### src/rtl/fpu_issue_ctrl.sv
// FPU issue controller: routes decoded ops to the fast pipe or the shared
// iterative DIV/SQRT unit, tracks the single in-flight long op, raises
// hazard stalls and arbitrates the shared FPR write port.

package fpu_issue_pkg;
   typedef enum logic [3:0] {
      FPU_OP_ADD     = 4'd0,
      FPU_OP_SUB     = 4'd1,
      FPU_OP_MUL     = 4'd2,
      FPU_OP_DIV     = 4'd3,
      FPU_OP_SQRT    = 4'd4,
      FPU_OP_CVT     = 4'd5,
      FPU_OP_MFC     = 4'd6,
      FPU_OP_MTC     = 4'd7,
      FPU_OP_CFC     = 4'd8,
      FPU_OP_CTC     = 4'd9,
      FPU_OP_COND    = 4'd10,
      FPU_OP_INVALID = 4'd11
   } FPUOper_t;
endpackage

module fpu_issue_ctrl
   import fpu_issue_pkg::*;
#(
   parameter int unsigned MAX_WAIT = 4
) (
   input  logic       clk,
   input  logic       rst,
   input  logic       id_valid,
   input  FPUOper_t   id_op,
   input  logic [4:0] id_raddr1,
   input  logic [4:0] id_raddr2,
   input  logic       id_we,
   input  logic [4:0] id_waddr,
   input  logic       ex_ready,
   input  logic       flush,
   input  logic       long_done,
   input  logic       fast_wb_valid,
   output logic       stall_o,
   output logic       issue_fast,
   output logic       issue_long,
   output logic [4:0] long_dst,
   output logic       long_ack,
   output logic       long_abort,
   output logic       busy
);

   localparam int unsigned WAIT_W = $clog2(MAX_WAIT + 1);
   localparam logic [WAIT_W-1:0] WAIT_MAX = WAIT_W'(MAX_WAIT);

   typedef enum logic [1:0] {S_IDLE, S_BUSY, S_WB} state_t;

   state_t            state_q, state_d;
   logic              pend_v_q, pend_v_d;
   logic [4:0]        long_dst_q, long_dst_d;
   logic [WAIT_W-1:0] wait_cnt_q, wait_cnt_d;
   logic              long_abort_q, long_abort_d;

   logic op_long, op_fcsr, in_flight;
   logic raw, waw, drain, hz, go;

   assign in_flight = (state_q != S_IDLE);
   assign op_long   = (id_op == FPU_OP_DIV) || (id_op == FPU_OP_SQRT);
   assign op_fcsr   = (id_op == FPU_OP_CFC) || (id_op == FPU_OP_CTC) ||
                      (id_op == FPU_OP_COND);

   // FPR0 is not special-cased, so unused source fields may stall conservatively
   assign raw   = pend_v_q && ((id_raddr1 == long_dst_q) || (id_raddr2 == long_dst_q));
   assign waw   = pend_v_q && id_we && (id_waddr == long_dst_q);
   assign drain = (wait_cnt_q == WAIT_MAX);
   assign hz    = id_valid && (raw || waw || drain || (in_flight && (op_long || op_fcsr)));

   assign go         = id_valid && !flush && !hz && ex_ready;
   assign issue_fast = go && !op_long;
   assign issue_long = go && op_long;
   assign stall_o    = !flush && id_valid && (hz || !ex_ready);

   // fast pipe always owns the write port when both want it
   assign long_ack   = !flush && long_done && in_flight && !fast_wb_valid;

   assign long_dst   = long_dst_q;
   assign long_abort = long_abort_q;
   assign busy       = in_flight;

   // next-state for FSM, scoreboard, starvation counter and abort pulse
   always_comb begin
      state_d      = state_q;
      pend_v_d     = pend_v_q;
      long_dst_d   = long_dst_q;
      wait_cnt_d   = wait_cnt_q;
      long_abort_d = flush && in_flight;

      unique case (state_q)
         S_IDLE:  if (issue_long) state_d = S_BUSY;
         S_BUSY:  if (long_ack) state_d = S_IDLE;
                  else if (long_done) state_d = S_WB;
         S_WB:    if (long_ack) state_d = S_IDLE;
         default: state_d = S_IDLE;
      endcase

      if (flush || long_ack) begin
         pend_v_d   = 1'b0;
         wait_cnt_d = '0;
      end else begin
         if (long_done && !drain) wait_cnt_d = wait_cnt_q + 1'b1;
         if (issue_long) begin
            pend_v_d   = id_we;
            long_dst_d = id_waddr;
         end
      end

      if (flush) state_d = S_IDLE;
   end

   // state registers; rst wins over flush and any in-flight op
   always_ff @(posedge clk) begin
      if (rst) begin
         state_q      <= S_IDLE;
         pend_v_q     <= 1'b0;
         long_dst_q   <= 5'd0;
         wait_cnt_q   <= '0;
         long_abort_q <= 1'b0;
      end else begin
         state_q      <= state_d;
         pend_v_q     <= pend_v_d;
         long_dst_q   <= long_dst_d;
         wait_cnt_q   <= wait_cnt_d;
         long_abort_q <= long_abort_d;
      end
   end

endmodule

### config.mk
export PLATFORM = sky130hd
export DESIGN_NAME = fpu_issue_ctrl
export DESIGN_NICKNAME = d
export VERILOG_FILES = /design/src/rtl/fpu_issue_ctrl.sv
export SDC_FILE = /design/constraint.sdc
export NUM_CORES = 1
export LEC_CHECK = 0
export ABC_AREA = 1
export ABC_CLOCK_PERIOD_IN_PS = 3220
export CAP_MARGIN = 20
export CORE_AREA = 4 4 50 52
export DETAILED_ROUTE_END_ITERATION = 10
export DIE_AREA = 0 0 54 56
export GPL_TIMING_DRIVEN = 0
export PLACE_DENSITY_LB_ADDON = 0.25
export SETUP_SLACK_MARGIN = 0.15
export SLEW_MARGIN = 20
export SYNTH_ARGS = -nofsm -noshare
export SYNTH_HDL_FRONTEND = slang
export SYNTH_SLANG_ARGS = --single-unit
export TNS_END_PERCENT = 20
### constraint.sdc
create_clock -name clk -period 3.22 [get_ports clk]
set_input_delay 0.644 -clock clk [delete_from_list [all_inputs] [get_ports clk]]
set_output_delay 0.644 -clock clk [all_outputs]
set_load 0.02 [all_outputs]
# Yosys cells after proc, flatten, opt, wreduce, memory -nomap -nowiden

Index checks and enable logic that the tools add are counted.

Register bits after elaboration: 12
Bits of input ports: 27
Word-level logic and storage cells: 64

Add/sub/neg operators: 1
Equal/unequal tests: 14
Muxes and demuxes: 5
Bitwise logic cells: 1
Reduce and logical (&&, ||, !) cells: 38

Operators by type and width:

| cell                | number |
|---|---|
| $logic_and 1x1->1   | 16 |
| $eq 5x5->1          | 3 |
| $eq 4x4->1 const B  | 3 |
| $logic_or 1x1->1    | 10 |
| $mux 2              | 4 |
| $logic_not 1->1     | 6 |
| $pmux 2 s3          | 1 |
| $eq 4x2->1 const B  | 1 |
| $eq 4x3->1 const B  | 1 |
| $ne 2x2->1 const B  | 2 |
| $reduce_or 2->1     | 2 |
| $add 3x1->3 const B | 1 |
| $eq 3x3->1 const B  | 1 |
| $ne 3x3->1 const B  | 1 |
| $reduce_and 3->1    | 1 |
| $eq 2x1->1 const B  | 1 |
| $eq 2x2->1 const B  | 1 |
| $logic_not 2->1     | 1 |
| $reduce_and 2->1    | 1 |
| $reduce_bool 2->1   | 1 |
| $not 1->1           | 1 |

# Longest topological paths before layout

Gate-level depths: netlist (run 1).

Word-level depth: 13
Depth in mapped cells: 14
Mapped depth without buffers: 14

# Worst setup path after synthesis (run 1)

OpenSTA, ideal clock, no wires.

Path kind: input to output
Start: in id_raddr2[0]
End: out issue_fast
Arrival time: 1.519 ns
Slack: 1.057 ns
Stages: 11
Buffers on the path: 0
Cell sequence: nand2_1 > clkinv_1 > nor2_1 > nor2_1 > nand3_1 > nand2_1 > nand2_1 > nand3_2 > nand2_4 > nand3_1 > nor2_1

Longest elaborated chain between the ends: 11

Ends and longest elaborated chain:

| element                        | line | source |
|---|---|---|
| start, declared                | 32   | `input logic [4:0] id_raddr2,` |
| $eq 5x5->1                     | 68   | `assign raw = pend_v_q && ((id_raddr1 == long_dst_q) \|\| (id_raddr2 == long_dst_q));` |
| $logic_or 1x1->1               | 68   |  |
| $logic_and 1x1->1              | 68   |  |
| $logic_or 1x1->1 (3 in a row)  | 71   | `assign hz = id_valid && (raw \|\| waw \|\| drain \|\| (in_flight && (op_long \|\| op_fcsr)));` |
| $logic_and 1x1->1              | 71   |  |
| $logic_not 1->1                | 73   | `assign go = id_valid && !flush && !hz && ex_ready;` |
| $logic_and 1x1->1 (2 in a row) | 73   |  |
| $logic_and 1x1->1              | 74   | `assign issue_fast = go && !op_long;` |
| end, declared                  | 40   | `output logic issue_fast,` |

Every way passes these cells.

# Worst setup path in the final report (run 1)

Start: in long_done
End: out long_ack

Longest elaborated chain between the ends: 3

Ends and longest elaborated chain:

| element                        | line | source |
|---|---|---|
| start, declared                | 37   | `input logic long_done,` |
| $logic_and 1x1->1 (3 in a row) | 79   | `assign long_ack = !flush && long_done && in_flight && !fast_wb_valid;` |
| end, declared                  | 43   | `output logic long_ack,` |

Every way passes these cells.

==> results of run 1 <==
layer usage:
metal  vias to the layer above  global-route usage
met5                         -                   0
met4                         0              0.0747
met3                         5              0.0322
met2                        17               0.275
met1                       404               0.181
li1                        531                   -
cell usage after synthesis:
library cell,number
nand4_1,2
dfxtp_1,12
nand3_1,7
inv_2,6
nand2_2,1
a21oi_2,1
nor3_1,2
a31oi_1,1
nor2_2,1
buf_6,1
xor2_1,4
a21oi_1,8
o21ai_1,6
inv_1,22
nand2_4,1
nor3_2,1
nor2_1,21
nand2_1,34
o21a_1,1
nand3_2,1
clkinv_1,4
o211ai_1,1
ha_1,2
o21ai_0,1
nand4_4,1
xnor2_1,3
cells in the final DEF (no fill, tap or decap), drive strengths merged, types with 2 or more instances in the layout:
| cell type | n |
|---|---|
| clkdlybuf4s50 | 34 |
| clkinv | 4 |
| a21oi | 9 |
| nor2 | 22 |
| clkbuf | 3 |
| ha | 2 |
| o21ai | 7 |
| inv | 28 |
| nor3 | 3 |
| dlymetal6s2s | 2 |
| nand4 | 3 |
| nand3 | 8 |
| xnor2 | 3 |
| dfxtp | 12 |
| xor2 | 4 |
| nand2 | 36 |
power by group through the flow:
| stage | Combinational, uW | Clock [uW] | Sequential (uW) |
|---|---|---|---|
| after floorplan | 32.1 | 0 | 157 |
| after global placement | 79.5 | 0 | 156 |
| after detailed placement | 81.1 | 0 | 156 |
| after CTS | 81.4 | 99.9 | 153 |
| after global routing | 89.2 | 108 | 153 |
| final | 80.4 | 95.4 | 153 |
worst max-delay path by stage:
stage | from | end | slack (ns) | cells past startpoint
final | long_done | long_ack | 0.31 | 6
after global routing | id_raddr2[0] | issue_long | 0.17 | 13
after CTS | id_raddr2[0] | issue_fast | 0.1 | 13
after detailed placement | id_op[1] | issue_long | 0.04 | 10
after global placement | id_op[1] | issue_long | 0.04 | 10
after floorplan | id_raddr2[0] | issue_fast | 1.06 | 11
state kept, by name, indices dropped and copies added, names as in the netlist:
name	flops
wait_cnt_q	3
long_abort	1
long_dst	5
state_q	2
pend_v_q	1
final cells by class:
class	count	area share
multi-input combinational	100	0.393
buffer	1	0.00851
timing repair buffer	37	0.283
clock buffer	3	0.0170
sequential	12	0.181
tap	28	0.0265
inverter	32	0.0907
per-stage QoR:
step           utilization  hold WS (ns)
2_1_floorplan            -         0.428
4_1_cts              0.626         0.470
6_report             0.629         0.483
3_3_place_gp         0.616         0.439
5_1_grt              0.629         0.503
3_5_place_dp         0.616         0.452
cell families (layout without fill, tap and decap cells):
family,count (synthesis),count (layout)
AO/OA/AOI/OAI,19,19
XOR/XNOR,7,7
adder cells (fa/ha/maj),2,2
buffers and inverters,33,73
flip-flops,12,12
AND/OR/NAND/NOR,72,72
what timing repair did:
item / in CTS / in global routing
resized for setup: 1 / 2
hold endpoints to repair: 0 / 0
gates cloned: 0 / 0
setup endpoints to repair: 3 / 2
==> summary.log, run 1 <==
INFO  worst_setup_path crit_top_cell=clkdlybuf4s50_1
INFO  placement      placement.io_buffers=37
INFO  synth          synth-simple-area-share=0.369
INFO  drt            drt_pass1_iterations=4
INFO  cts            cts_root_buffer=clkbuf_4
INFO  synth          yosysTopAreaCellShare=0.269
INFO  grt            pin_count_of_the_biggest_net_entering_global_routing=11
INFO  synth          avgSynthCellArea=6.15squm
INFO  cells_and_area fin_cells=213
INFO  power_and_ir_drop power.internal=239uW
INFO  worst_setup_path timing.setup.critical_path_class=input port to output pin
INFO  worst_setup_path crit_chain=clkdlybuf4s50_1 > clkinv_1 > nor3_2 > inv_2 > nor2_1 > clkdlybuf4s50_1
INFO  cells_and_area final.fill_count=191
INFO  timing         timing.final.crit_share=0.903
INFO  worst_setup_path critical_path.reg2reg.startpoint=wait_cnt_q[0]
INFO  cells_and_area layout-area-overhead-vs-synth=48.4%
INFO  worst_setup_path worstReg2RegEnd=long_dst[2]
INFO  cts            cts-hold-fix-buffers=0
INFO  die            core=2110squm
INFO  timing         setup-tns-final=0ns
INFO  timing         worst_clock_skew=0.00558ns
INFO  run            maxCapViolCount=0
INFO  worst_setup_path crit_buf_inv=4
INFO  drt            route.top_layer_used=met4
INFO  drt            post_drt_via_cell_ratio=4.49
INFO  cts            clock_tree_from_tritoncts=yes
INFO  cts            cts_sinks=12
INFO  synth          synth_xor_area_frac=0.0687
INFO  worst_hold_path worstHoldPathType=flip-flop to flip-flop
INFO  synth          synth_compound_area_frac=0.118
INFO  power_and_ir_drop switching_share=0.271
INFO  synth          yosysTopAreaCell=dfxtp_1
INFO  drt            wirelength=2.13mm
INFO  synth          muxShareOfSynthArea=0
INFO  power_and_ir_drop p_total=329uW
INFO  drt            detail_route.drc_violations=0
INFO  grt            global_route_wire_length_before_repair=3.63mm
INFO  die            row_count=17
INFO  synth          post_synth_fa_ha_maj_area_fraction=0.0281
INFO  placement      dp.cells=210
INFO  synth          synthDistinctLibCells=26
INFO  cells_and_area area_taken_by_multi_input_logic_gates=520squm
INFO  worst_setup_path r2r_setup_slack=1.58ns
INFO  drt            wl_met1=897microns
INFO  timing         finalMaxSlewViolations=0
INFO  drt            first_iter_violations=14
INFO  die            top_level_ports=38
INFO  worst_setup_path cp-start-kind=input port
INFO  placement      placer_s_final_routability_congestion_estimate=0.772
INFO  grt            grt_util_all_layers=0.160
INFO  timing         max_freq=0.344GHz
INFO  grt            first_global_vias=895
INFO  timing         layout_min_cycle_time=2.91ns
INFO  worst_setup_path worst-endpoint-arrival=2.26ns
INFO  grt            gr-total-overflow=0
INFO  power_and_ir_drop power.share.sequential=0.465
INFO  drt            met3_routed_length=103microns
INFO  synth          post_synthesis_net_count=174
INFO  timing         layout_setup_ws=0.313ns
INFO  worst_setup_path element_type_at_the_critical_path_end=output pin
INFO  drt            detail_route.wl_per_cell=10.0microns
INFO  synth          synthesis.yosys.warnings=0
INFO  placement      placed_cell_area=1300squm
INFO  drt            met2_wirelength=1.09mm
INFO  power_and_ir_drop share_comb_of_total_power=0.245
INFO  worst_setup_path worst_path_max_delay_cell=clkdlybuf4s50_1
INFO  timing         setup_viol=0
INFO  synth          synth_top_family_by_area=simple AND/OR/NAND/NOR gates
INFO  worst_setup_path cp.required=2.58ns
INFO  synth          syn-instance-count=145
INFO  timing         final_hold_viol_count=0
INFO  placement      setup_slack_at_placement=0.0424ns
INFO  synth          post_synth_instance_area=892squm
INFO  synth          part_of_the_yosys_area_used_for_sequential_elements=0.269
INFO  die            fp.dieArea=3020squm
INFO  timing         timing.max_slew.rel_slack=0.823
INFO  drt            detail-route-antenna-nets=0
INFO  worst_setup_path cell_depth_of_the_worst_flop_to_flop_path=11
INFO  power_and_ir_drop switchingPower=89.2uW
INFO  worst_setup_path cp_slowest_stage_delay=0.62ns
INFO  cells_and_area diodes=0
INFO  cts            clockBufferDepth=2
INFO  worst_setup_path critical_path_peak_fanout=2
INFO  cts            cts.reportedPaths.clkPinSlew=0.08ns
INFO  grt            antenna_violations_before_repair=0
INFO  cts            cts_inserted_buffers=3
INFO  worst_hold_path timing.hold.worst.start=wait_cnt_q[2]
INFO  power_and_ir_drop pwr_density_cell=248nW/um^2
INFO  worst_setup_path path_delay_family=buffers and inverters
INFO  run_status     run_status=finished clean
INFO  synth          ff_latch_count_synth=12
INFO  power_and_ir_drop power.ir.vdd_worst=0.245mV
INFO  timing         tightest_slew=0.264ns
INFO  die            die_w=54microns
INFO  die            die_y=56microns
INFO  power_and_ir_drop leakage=0.000678uW
INFO  cts            post_cts.repair.setup_buffers=0
INFO  power_and_ir_drop power_frac_clock=0.290
INFO  placement      post-dp-hpwl=1.80mm
INFO  synth          synth.area.top_cells=dfxtp_1, nand2_1, inv_1
INFO  worst_hold_path worstHoldEndpoint=wait_cnt_q[2]
INFO  timing         rsz0062_at_grt=no
INFO  die            initial_utilization=0.424
INFO  cells_and_area sequential_cell_area_in_the_final_layout=240squm
INFO  cells_and_area post_route_cells_drive_above_1_share=0.0919
INFO  cts            clock_latency=0.28ns
INFO  cells_and_area nets=216
INFO  drt            vias=957
INFO  cts            cts_htree_levels=1
INFO  worst_hold_path worstHoldPathCells=1
INFO  cells_and_area final_design_area_no_fill=1320squm
(Power assumes the default switching activity.)
==> inputs of run 2 (changes only) <==
- ABC_CLOCK_PERIOD_IN_PS: 3220 -> 3100
- CORE_AREA: 4 4 50 52 -> 4 4 52 54
- DIE_AREA: 0 0 54 56 -> 0 0 56 58
- PLACE_DENSITY: default -> 0.75
- PLACE_DENSITY_LB_ADDON: 0.25 -> default
- clock period: 3.22 -> 3.1 ns (I/O delays scaled with it)
==> run 2 against run 1 <==
Against the previous run:
- non-clock buffer count unchanged
- global-route usage down 1.9 points
- sequential cell count unchanged
- first-iteration DRC count up 110%
- setup slack worse by 0.13 ns
==> summary.log, run 2 (synthesized netlist as in run 1, its figures left out) <==
INFO  timing         timing.max_slew.rel_slack=0.833
INFO  worst_setup_path crit_chain=clkdlybuf4s50_1 > nor2_1 > nand3_1 > nand3_1 > a21oi_1 > nand3_2 > nand2_4 > nand3_1 > nor2_1 > dlygate4sd2_1
INFO  cts            cts-hold-fix-buffers=0
INFO  timing         rsz0062_at_grt=yes
INFO  drt            first_iter_violations=29
INFO  timing         timing.hold.ws=0.473ns
INFO  power_and_ir_drop power_frac_clock=0.339
INFO  cts            cts.reportedPaths.clkPinSlew=0.08ns
INFO  worst_setup_path crit_top_cell=nand3_1
INFO  cts            clockBufferDepth=2
INFO  worst_setup_path element_type_at_the_critical_path_end=output pin
INFO  power_and_ir_drop switching_share=0.252
INFO  worst_setup_path worst-endpoint-arrival=2.30ns
INFO  grt            gr-total-overflow=0
INFO  cells_and_area nets=216
INFO  power_and_ir_drop power.ir.vdd_worst=0.202mV
INFO  worst_hold_path worstHoldPathCells=1
INFO  grt            antenna_violations_before_repair=0
INFO  placement      placement.io_buffers=37
INFO  placement      placed_cell_area=1300squm
INFO  worst_setup_path cell_depth_of_the_worst_flop_to_flop_path=11
INFO  worst_setup_path critical_path_peak_fanout=3
INFO  worst_hold_path worstHoldPathType=flip-flop to flip-flop
INFO  die            initial_utilization=0.403
INFO  cts            clock_tree_from_tritoncts=yes
INFO  drt            vias=991
INFO  drt            wirelength=2.30mm
INFO  placement      post-dp-hpwl=1.92mm
INFO  cells_and_area final_design_area_no_fill=1330squm
INFO  power_and_ir_drop leakage=0.000657uW
INFO  timing         worst_clock_skew=0.00258ns
INFO  cells_and_area layout-area-overhead-vs-synth=48.7%
INFO  cells_and_area diodes=0
INFO  timing         timing.final.crit_share=0.941
INFO  cts            cts_sinks=12
INFO  worst_setup_path startpoint=id_op[1]
INFO  cts            post_cts.repair.setup_buffers=0
INFO  power_and_ir_drop power.internal=274uW
INFO  worst_setup_path crit_end=issue_fast
INFO  die            top_level_ports=38
INFO  worst_setup_path cp_slowest_stage_delay=0.51ns
INFO  worst_setup_path timing.setup.critical_path_class=input port to output pin
INFO  worst_setup_path worst_path_max_delay_cell=clkdlybuf4s50_1
INFO  worst_setup_path cp-start-kind=input port
INFO  drt            detail-route-antenna-nets=0
INFO  power_and_ir_drop pwr_density_cell=276nW/um^2
INFO  run_status     run_status=finished clean
INFO  cts            clock_latency=0.27ns
INFO  grt            global_route_wire_length_before_repair=3.74mm
INFO  drt            drt_pass1_iterations=4
INFO  die            core=2210squm
INFO  cells_and_area fin_cells=214
INFO  timing         setup_viol=0
INFO  die            die_w=56microns
INFO  timing         max_freq=0.343GHz
INFO  drt            detail_route.drc_violations=0
INFO  placement      placer_s_final_routability_congestion_estimate=0.811
INFO  worst_setup_path critical_path.reg2reg.startpoint=wait_cnt_q[0]
INFO  timing         finalMaxSlewViolations=0
INFO  drt            detail_route.wl_per_cell=10.7microns
INFO  power_and_ir_drop switchingPower=92.3uW
INFO  grt            pin_count_of_the_biggest_net_entering_global_routing=11
INFO  cts            cts-resized-gates=3
INFO  placement      dp.cells=210
INFO  run            maxCapViolCount=0
INFO  drt            post_drt_via_cell_ratio=4.63
INFO  cells_and_area post_route_cells_drive_above_1_share=0.102
INFO  timing         tightest_slew=0.248ns
INFO  worst_setup_path worstReg2RegEnd=long_dst[2]
INFO  cells_and_area largest_register_ff_count=5
INFO  cells_and_area final.fill_count=218
INFO  timing         final_hold_viol_count=0
INFO  cts            cts_htree_levels=1
INFO  cells_and_area finish.utilization=0.600
INFO  cts            cts_root_buffer=clkbuf_4
INFO  cells_and_area layout_common_cells=nand2_1, clkdlybuf4s50_1, inv_1, nor2_1, dfxtp_1
INFO  die            die_y=58microns
INFO  die            row_count=17
INFO  timing         layout_min_cycle_time=2.92ns
INFO  worst_setup_path r2r_setup_slack=1.42ns
INFO  power_and_ir_drop share_comb_of_total_power=0.227
INFO  grt            grt_util_all_layers=0.141
INFO  grt            first_global_vias=914
INFO  die            fp.dieArea=3250squm
INFO  cts            cts_inserted_buffers=3
INFO  power_and_ir_drop power.share.sequential=0.433
INFO  worst_setup_path cp.required=2.48ns
## run 2: changes by cell type in the layout (fill, tap and decap cells not counted), sizes merged
cell          change
dlygate4sd2       +1
dlymetal6s2s      -2
clkbuf            +2
## run 2: how the worst min path moves through the flow
stage	from	end	slack (ns)
after floorplan	wait_cnt_q[2]	wait_cnt_q[2]	0.43
after global placement	wait_cnt_q[2]	wait_cnt_q[2]	0.44
after detailed placement	wait_cnt_q[2]	wait_cnt_q[2]	0.45
after CTS	wait_cnt_q[2]	wait_cnt_q[2]	0.47
after global routing	wait_cnt_q[2]	wait_cnt_q[2]	0.50
final	wait_cnt_q[2]	wait_cnt_q[2]	0.47
## run 2: layer usage
metal	up-vias	part of all wire	global-route usage
met5	-	0	0
met4	0	0	0.0305
met3	0	0.047	0.0290
met2	22	0.52	0.270
met1	434	0.43	0.160
li1	535	-	-
## run 2: power groups by stage
stage	Combinational, uW	Clock [uW]	Sequential (uW)
final	83.4	124	159
after global routing	91.1	138	159
after CTS	83.8	128	159
after detailed placement	84.2	0	162
after global placement	82.1	0	162
after floorplan	33.3	0	163
## run 2: critical path, delay by kind of cell
family,cells,cell delay (ns)
buf+inv,2,0.85
compound gates,1,0.20
simple gates,7,0.62
## run 2: area by class of cell
cell class                      count  area [sq um]  share of cell area
Multi-Input combinational cell    100           520               0.392
Tap cell                           28          35.0              0.0264
Inverter                           32           120              0.0906
Buffer                              1          11.3             0.00849
Clock buffer                        4          36.3              0.0274
Sequential cell                    12           240               0.181
Timing Repair Buffer               37           363               0.274
## run 2: through the flow
| stage | TNS (ns) | total power (uW) | worst slack [ns] |
|---|---|---|---|
| 4_1_cts | 0 | 371 | 0.158 |
| 6_report | 0 | 366 | 0.184 |
| 2_1_floorplan | 0 | 196 | 0.985 |
| 5_1_grt | 0 | 388 | 0.0989 |
| 3_5_place_dp | -0.199 | 247 | -0.102 |
| 3_3_place_gp | -0.104 | 244 | -0.0724 |
